$ cat src/rtl/fetch_pkg.sv
// Shared types and constants for the instruction-fetch front end.
package fetch_pkg;

    typedef enum logic [1:0] {
        S_BOOT = 2'd0,
        S_RUN  = 2'd1,
        S_HALT = 2'd2
    } fetch_state_t;

    localparam int unsigned PC_INCR              = 4;
    localparam logic [31:0] DEFAULT_RESET_VECTOR = 32'h0000_0000;

endpackage

$ cat src/rtl/fetch_pc_unit_if.sv
// Fetch-unit boundary bundle: control/redirect in, PC/ROM address/status out.
interface fetch_pc_unit_if #(
    parameter int unsigned XLEN       = 32,
    parameter int unsigned ADDR_WIDTH = 8
);
    logic                  i_stall;
    logic                  i_halt;
    logic                  i_redirect;
    logic [XLEN-1:0]       i_target;
    logic [ADDR_WIDTH-1:0] o_imem_addr;
    logic [XLEN-1:0]       o_pc;
    logic [XLEN-1:0]       o_pc_plus4;
    logic                  o_valid;
    logic                  o_oob;
    logic                  o_trap;
    logic [XLEN-1:0]       o_instret;

    modport master (
        output i_stall, i_halt, i_redirect, i_target,
        input  o_imem_addr, o_pc, o_pc_plus4, o_valid, o_oob, o_trap, o_instret
    );

    modport slave (
        input  i_stall, i_halt, i_redirect, i_target,
        output o_imem_addr, o_pc, o_pc_plus4, o_valid, o_oob, o_trap, o_instret
    );
endinterface

$ cat src/rtl/fetch_next_pc.sv
// Combinational next-PC select: halt > redirect > stall > pc+4.
// With FETCH_MISALIGN_TRAP_EN the redirect target passes unmasked.
module fetch_next_pc import fetch_pkg::*; #(
    parameter int unsigned XLEN = 32
) (
    input  logic [XLEN-1:0] pc_i,
    input  logic            halt_i,
    input  logic            redirect_i,
    input  logic            stall_i,
    input  logic [XLEN-1:0] target_i,
    output logic [XLEN-1:0] pc_plus4_o,
    output logic [XLEN-1:0] next_pc_o
);

    logic [XLEN-1:0] target_eff;

`ifdef FETCH_MISALIGN_TRAP_EN
    // Misaligned targets are kept so the trapped PC shows the offending address.
    assign target_eff = target_i;
`else
    assign target_eff = target_i & ~XLEN'(3);
`endif

    assign pc_plus4_o = pc_i + XLEN'(PC_INCR);

    always_comb begin
        next_pc_o = pc_plus4_o;
        if (halt_i) begin
            next_pc_o = pc_i;
        end else if (redirect_i) begin
            next_pc_o = target_eff;
        end else if (stall_i) begin
            next_pc_o = pc_i;
        end
    end

endmodule

$ cat src/rtl/fetch_pc_unit.sv
// Fetch front end: PC register, BOOT/RUN/HALT sequencing, retired-instruction counter.
// Optional misaligned-redirect trap enabled by defining FETCH_MISALIGN_TRAP_EN.
module fetch_pc_unit import fetch_pkg::*; #(
    parameter int unsigned     XLEN         = 32,
    parameter int unsigned     ADDR_WIDTH   = 8,
    parameter logic [XLEN-1:0] RESET_VECTOR = XLEN'(DEFAULT_RESET_VECTOR)
) (
    input logic             i_clk,
    input logic             i_rst,
    fetch_pc_unit_if.slave  fetch_io
);

    fetch_state_t    state_q, state_d;
    logic [XLEN-1:0] pc_q, pc_d;
    logic [XLEN-1:0] instret_q, instret_d;
    logic [XLEN-1:0] next_pc, pc_plus4;
    logic            retire;

    fetch_next_pc #(
        .XLEN(XLEN)
    ) u_next_pc (
        .pc_i      (pc_q),
        .halt_i    (fetch_io.i_halt),
        .redirect_i(fetch_io.i_redirect),
        .stall_i   (fetch_io.i_stall),
        .target_i  (fetch_io.i_target),
        .pc_plus4_o(pc_plus4),
        .next_pc_o (next_pc)
    );

    assign retire = fetch_io.i_halt | fetch_io.i_redirect | ~fetch_io.i_stall;

`ifdef FETCH_MISALIGN_TRAP_EN
    logic trap_q, trap_d;
    logic misaligned;

    assign misaligned = fetch_io.i_redirect & (fetch_io.i_target[1:0] != 2'b00);
`endif

    always_comb begin
        state_d   = state_q;
        pc_d      = pc_q;
        instret_d = instret_q;
`ifdef FETCH_MISALIGN_TRAP_EN
        trap_d    = trap_q;
`endif
        case (state_q)
            S_BOOT: state_d = S_RUN;
            S_RUN: begin
                pc_d = next_pc;
                if (retire) begin
                    instret_d = instret_q + XLEN'(1);
                end
                if (fetch_io.i_halt) begin
                    state_d = S_HALT;
`ifdef FETCH_MISALIGN_TRAP_EN
                end else if (misaligned) begin
                    trap_d  = 1'b1;
                    state_d = S_HALT;
`endif
                end
            end
            S_HALT: ;
            default: state_d = S_BOOT;
        endcase
    end

    always_ff @(posedge i_clk) begin
        if (i_rst) begin
            state_q   <= S_BOOT;
            pc_q      <= RESET_VECTOR;
            instret_q <= '0;
        end else begin
            state_q   <= state_d;
            pc_q      <= pc_d;
            instret_q <= instret_d;
        end
    end

`ifdef FETCH_MISALIGN_TRAP_EN
    always_ff @(posedge i_clk) begin
        if (i_rst) begin
            trap_q <= 1'b0;
        end else begin
            trap_q <= trap_d;
        end
    end

    assign fetch_io.o_trap = trap_q;
`else
    assign fetch_io.o_trap = 1'b0;
`endif

    assign fetch_io.o_pc        = pc_q;
    assign fetch_io.o_pc_plus4  = pc_plus4;
    assign fetch_io.o_imem_addr = pc_q[ADDR_WIDTH+1:2];
    assign fetch_io.o_oob       = pc_q[XLEN-1:ADDR_WIDTH+2] != '0;
    assign fetch_io.o_valid     = state_q == S_RUN;
    assign fetch_io.o_instret   = instret_q;

endmodule

$ cat src/flat_wrapper.sv
// flat-port wrapper written by rule: the top's interface ports become plain ports
module fetch_pc_unit_flat import fetch_pkg::*;
#(
    parameter int unsigned     XLEN         = 32,
    parameter int unsigned     ADDR_WIDTH   = 8,
    parameter logic [XLEN-1:0] RESET_VECTOR = XLEN'(DEFAULT_RESET_VECTOR)
)
  (i_clk, i_rst, fetch_io_i_stall, fetch_io_i_halt, fetch_io_i_redirect, fetch_io_i_target, fetch_io_o_imem_addr, fetch_io_o_pc, fetch_io_o_pc_plus4, fetch_io_o_valid, fetch_io_o_oob, fetch_io_o_trap, fetch_io_o_instret);
  fetch_pc_unit_if #(.XLEN(XLEN), .ADDR_WIDTH(ADDR_WIDTH)) fetch_io_i ();
  input logic i_clk;
  input logic i_rst;
  input wire logic [$bits(fetch_io_i.i_stall)-1:0] fetch_io_i_stall;
  input wire logic [$bits(fetch_io_i.i_halt)-1:0] fetch_io_i_halt;
  input wire logic [$bits(fetch_io_i.i_redirect)-1:0] fetch_io_i_redirect;
  input wire logic [$bits(fetch_io_i.i_target)-1:0] fetch_io_i_target;
  output wire logic [$bits(fetch_io_i.o_imem_addr)-1:0] fetch_io_o_imem_addr;
  output wire logic [$bits(fetch_io_i.o_pc)-1:0] fetch_io_o_pc;
  output wire logic [$bits(fetch_io_i.o_pc_plus4)-1:0] fetch_io_o_pc_plus4;
  output wire logic [$bits(fetch_io_i.o_valid)-1:0] fetch_io_o_valid;
  output wire logic [$bits(fetch_io_i.o_oob)-1:0] fetch_io_o_oob;
  output wire logic [$bits(fetch_io_i.o_trap)-1:0] fetch_io_o_trap;
  output wire logic [$bits(fetch_io_i.o_instret)-1:0] fetch_io_o_instret;
  assign fetch_io_i.i_stall = fetch_io_i_stall;
  assign fetch_io_i.i_halt = fetch_io_i_halt;
  assign fetch_io_i.i_redirect = fetch_io_i_redirect;
  assign fetch_io_i.i_target = fetch_io_i_target;
  assign fetch_io_o_imem_addr = fetch_io_i.o_imem_addr;
  assign fetch_io_o_pc = fetch_io_i.o_pc;
  assign fetch_io_o_pc_plus4 = fetch_io_i.o_pc_plus4;
  assign fetch_io_o_valid = fetch_io_i.o_valid;
  assign fetch_io_o_oob = fetch_io_i.o_oob;
  assign fetch_io_o_trap = fetch_io_i.o_trap;
  assign fetch_io_o_instret = fetch_io_i.o_instret;
  fetch_pc_unit #(.XLEN(XLEN), .ADDR_WIDTH(ADDR_WIDTH), .RESET_VECTOR(RESET_VECTOR)) u_core (.i_clk(i_clk), .i_rst(i_rst), .fetch_io(fetch_io_i));
endmodule
$ cat config.mk
export PLATFORM = sky130hd
export DESIGN_NAME = fetch_pc_unit_flat
export DESIGN_NICKNAME = d
export VERILOG_FILES = /design/src/rtl/fetch_pkg.sv /design/src/rtl/fetch_pc_unit_if.sv /design/src/rtl/fetch_next_pc.sv /design/src/rtl/fetch_pc_unit.sv /design/src/flat_wrapper.sv
export SDC_FILE = /design/constraint.sdc
export NUM_CORES = 1
export LEC_CHECK = 0
export ABC_CLOCK_PERIOD_IN_PS = 2300
export CAP_MARGIN = 20
export CORE_MARGIN = 4
export CORE_UTILIZATION = 55
export CTS_BUF_LIST = sky130_fd_sc_hd__clkbuf_4
export DETAILED_ROUTE_END_ITERATION = 10
export DONT_BUFFER_PORTS = 1
export PLACE_DENSITY = 0.73
export SYNTH_ARGS = -nofsm -noshare
export SYNTH_HDL_FRONTEND = slang
export SYNTH_SLANG_ARGS = --single-unit
$ cat constraint.sdc
create_clock -name i_clk -period 2.3 [get_ports i_clk]
set_input_delay 0.23 -clock i_clk [delete_from_list [all_inputs] [get_ports i_clk]]
set_output_delay 0.23 -clock i_clk [all_outputs]
set_load 0.02 [all_outputs]
==> impl_metrics.py <==
metrics = {
    "logic_synthesis": {
        "dominantRegCellSynth": "sky130_fd_sc_hd__dfxtp_1",
        "yosys.area_share.simple": 0.318,
        "async_flop_share": 0,
        "yosysWarnings": 0,
        "ys_seq_area_frac": 0.318,
        "muxShareOfSynthArea": 0.0127,
        "synth_compound_gate_area_share": 0.154,
        "cells_after_synthesis": 524,
        "synth.cell_area_mm2": 0.00404,
        "post-synth-top-area-fraction": 0.318,
        "post_synthesis_cell_type_with_the_largest_combined_area": "sky130_fd_sc_hd__dfxtp_1",
        "synth_seq_cells": 64,
        "synthXorXnorAreaFrac": 0.115,
        "yosys.area_share.adder": 0.00620,
        "largest_family_of_logic_cells_by_synthesized_area": "simple AND/OR/NAND/NOR gates",
        "synth.cells.most_frequent": "64 x sky130_fd_sc_hd__dfxtp_1, 53 x sky130_fd_sc_hd__nor2_1, 44 x sky130_fd_sc_hd__nand2_1",
        "synth-edff-count": 0,
        "library_cell_with_the_highest_instance_count_after_synthesis": "sky130_fd_sc_hd__dfxtp_1",
        "number_of_distinct_library_cell_variants_in_the_gate_level_netlist_after_synthesis": 58,
        "syn_avg_cell_area_um2": 7.70,
        "netlist_top_cells_area": "sky130_fd_sc_hd__dfxtp_1 32%, sky130_fd_sc_hd__xnor2_1 8.0%, sky130_fd_sc_hd__nor2_1 4.9%",
    },
    "power_and_ir_drop": {
        "fin_total_pwr_uw": 2480,
        "max-vdd-ir-drop_uv": 355,
        "leakagePower_uw": 0.00196,
        "cellPowerDensity_mw_per_mm2": 488,
    },
    "timing": {
        "timing.final.ws_setup_ns": -0.237,
        "hold_viol_final": 0,
        "hold_ws_ns": 0.0177,
        "achievable-frequency_ghz": 0.394,
        "timing.max_slew.rel_slack": 0.579,
        "setup_viol": 19,
        "grt_setup_unrepaired": "yes",
        "fin_crit_ns": 2.54,
        "setup_total_negative_slack_ns": -1.62,
        "fin_crit_sh": 1.10,
        "worst_pin_slew_ns": 0.627,
        "drv_slew": 0,
        "finClkSkew_ns": 0.0217,
    },
    "worst_setup_path": {
        "worst_r2r_path_depth": 8,
        "worst-path-max-fanout": 4,
        "worstPathArrival_ns": 2.31,
        "reg2reg_slack_ns": 0.16,
        "worst_endpoint_required_time_ns": 2.07,
        "critPathLaunchType": "register",
        "rr_endpoint": "u_core.fetch_io.o_pc[17]$_SDFFE_PP0P_",
        "timing.setup.critical_path_class": "reg -> out",
        "critical_path.endpoint_type": "output pin",
        "regToRegStartpoint": "u_core.fetch_io.o_pc[3]$_SDFFE_PP0P_",
    },
    "cells_and_area": {
        "areaGrowthSynthToFinish_pct": 26.1,
        "diode_insertion_count_for_antenna_repair": 0,
        "multi_input_combinational_cell_area_mm2": 0.00266,
        "final_util": 0.733,
        "post_route_cells_drive_above_1_share": 0.276,
        "area_taken_by_flip_flops_and_latches_mm2": 0.00130,
        "num-nets-final": 621,
        "layout_filler_cell_count": 554,
    },
    "place": {
        "global_placer_s_final_weighted_congestion": 0.928,
        "dp_hpwl_mm": 8.09,
        "quantity_of_i_o_buffers_inserted_on_ports": 0,
    },
    "grt": {
        "largest_net_degree_at_the_start_of_global_routing": 66,
        "overflow": 0,
        "via_count_of_the_first_global_routing_pass": 3844,
        "global_route_wire_length_before_repair_mm": 18.9,
        "initial_antenna_violation_count": 0,
        "groute.usage.overall": 0.267,
    },
    "route": {
        "finalWirelength_mm": 11.9,
        "post_drt_wl_per_cell_um": 17.4,
        "route.detailed.vias_per_inst": 6.09,
        "drt_pass1_iterations": 5,
        "number_of_remaining_drc_errors": 0,
        "drtAntennaViolNets": 0,
        "num_vias": 4160,
        "dr.first_iter.drc_count": 317,
    },
    "run_status": {
        "result_of_the_run": "finished with violations",
        "failed_checks": "negative setup slack",
    },
    "clock_network": {
        "clk_path_buf_depth": 2,
        "clk_transition_reported_paths_ns": 0.12,
        "sinks_on_the_clock_net": 64,
        "tritoncts.num_buffers": 9,
        "clk_root_buffer_cell": "sky130_fd_sc_hd__clkbuf_4",
        "worst_skew_pair.late_latency_ns": 0.42,
        "htreeDepth": 3,
        "clock_tree_from_tritoncts": "done",
    },
    "floorplanning": {
        "die_area_mm2": 0.00877,
        "io_pins": 144,
        "height_of_the_die_um": 93.7,
        "placementRows": 30,
        "floorplan.initialDensity": 0.581,
        "floorplan.core_area_mm2": 0.00694,
        "fp.dieW_um": 93.7,
    },
    "hold_path": {
        "min_path_cells": 2,
        "hold_path_class": "in -> reg",
        "min_delay_worst_endpoint": "u_core.fetch_io.o_pc[17]$_SDFFE_PP0P_",
        "min-delay-start": "fetch_io_i_target[17]",
    },
    "job": {
        "drv.max_cap_violation_count": 0,
    },
}
==> metal layers <==
layer,global-route usage,vias up,wire [um]
met5,0,-,0
met1,0.347,1968,4850
met2,0.435,189,5730
li1,-,1981,-
met4,0.0746,0,216
met3,0.0761,22,1100
==> placed cells by master (no fill, tap or decap), types with 4 or more instances in the layout <==
cell type,instances
sky130_fd_sc_hd__nand2_1,43
sky130_fd_sc_hd__dfxtp_2,8
sky130_fd_sc_hd__mux2i_1,4
sky130_fd_sc_hd__nor3_1,11
sky130_fd_sc_hd__inv_1,10
sky130_fd_sc_hd__a41oi_1,4
sky130_fd_sc_hd__nand4_1,16
sky130_fd_sc_hd__xor2_1,14
sky130_fd_sc_hd__buf_4,92
sky130_fd_sc_hd__conb_1,5
sky130_fd_sc_hd__a31oi_1,9
sky130_fd_sc_hd__xnor2_1,31
sky130_fd_sc_hd__and4_1,7
sky130_fd_sc_hd__nor2_1,48
sky130_fd_sc_hd__clkbuf_4,9
sky130_fd_sc_hd__nand2b_1,4
sky130_fd_sc_hd__a21oi_1,27
sky130_fd_sc_hd__nor2b_1,4
sky130_fd_sc_hd__nor4_1,12
sky130_fd_sc_hd__or4_1,6
sky130_fd_sc_hd__nand3_1,32
sky130_fd_sc_hd__or3_1,11
sky130_fd_sc_hd__dfxtp_1,54
sky130_fd_sc_hd__o21ai_0,21
sky130_fd_sc_hd__and3_1,10
sky130_fd_sc_hd__a22oi_1,5
sky130_fd_sc_hd__o31ai_1,6
sky130_fd_sc_hd__xnor2_2,5
==> cell type report <==
type	count	area share
Sequential cell	64	0.255
Clock inverter	7	0.0204
Inverter	10	0.00738
Clock buffer	9	0.0133
Timing Repair Buffer	100	0.158
Tap cell	96	0.0236
Multi-Input combinational cell	397	0.522
==> critical path, cell delays in order, from the launching register on <==
cell,delay (ns)
sky130_fd_sc_hd__dfxtp_4,0.38
sky130_fd_sc_hd__ha_4,0.14
sky130_fd_sc_hd__nand3_4,0.08
sky130_fd_sc_hd__or4_4,0.50
sky130_fd_sc_hd__nor4_4,0.30
sky130_fd_sc_hd__buf_4,0.19
sky130_fd_sc_hd__xor2_1,0.15
sky130_fd_sc_hd__buf_4,0.16
==> metrics by stage <==
step,instance area [um^2],setup slack (ns),std cells
after global placement,4590,0.0946,651
final,5090,-0.237,683
after global routing,5090,-0.366,683
after floorplan,4130,-0.0284,528
after CTS,4970,-0.220,678
after detailed placement,4590,0.0223,651
==> sequential cells by signal (all words and copies together), names as in the netlist <==
signal / cells
u_core.fetch_io.o_instret: 32
u_core.fetch_io.o_pc: 30
u_core.state_q: 2
==> worst max path at each step <==
stage / end / from / slack [ns]
after global placement: fetch_io_o_pc_plus4[26] / u_core.fetch_io.o_pc[2]$_SDFFE_PP0P_ / 0.09
after CTS: fetch_io_o_pc_plus4[24] / u_core.fetch_io.o_pc[3]$_SDFFE_PP0P_ / -0.22
final: fetch_io_o_pc_plus4[24] / u_core.fetch_io.o_pc[3]$_SDFFE_PP0P_ / -0.24
after global routing: fetch_io_o_pc_plus4[24] / u_core.fetch_io.o_pc[3]$_SDFFE_PP0P_ / -0.37
after floorplan: fetch_io_o_pc_plus4[28] / u_core.fetch_io.o_pc[2]$_SDFFE_PP0P_ / -0.03
after detailed placement: u_core.fetch_io.o_pc[29]$_SDFFE_PP0P_ / u_core.fetch_io.o_pc[5]$_SDFFE_PP0P_ / 0.02
==> cell families (layout without fill, tap and decap cells) <==
family	count (synthesis)	after routing
adders and majority gates	2	2
and+or+nand+nor	236	236
other	1	5
AOI/OAI and AO/OA	96	96
muxes	5	5
DFF	64	64
buffers and inverters	67	126
xor gates and xnor gates	53	53
==> report_power, final <==
part,total (uW),switching [uW],internal (uW),leakage (uW)
Combinational,391,244,147,0.00135
Sequential,1170,35.5,1140,0.000523
Clock,920,467,454,0.0000911
Total,2480,746,1740,0.00196
==> what timing repair did <==
action / CTS / global route
gates cloned: 0 / 0
setup endpoints to repair: 19 / 23
endpoints found under the hold margin: 64 / 1
hold buffers: 2 / 1
resized for setup: 23 / 16
pin swaps: 11 / 7
setup buffers: 9 / 4
Note: power is estimated with default switching activity, not from simulation.
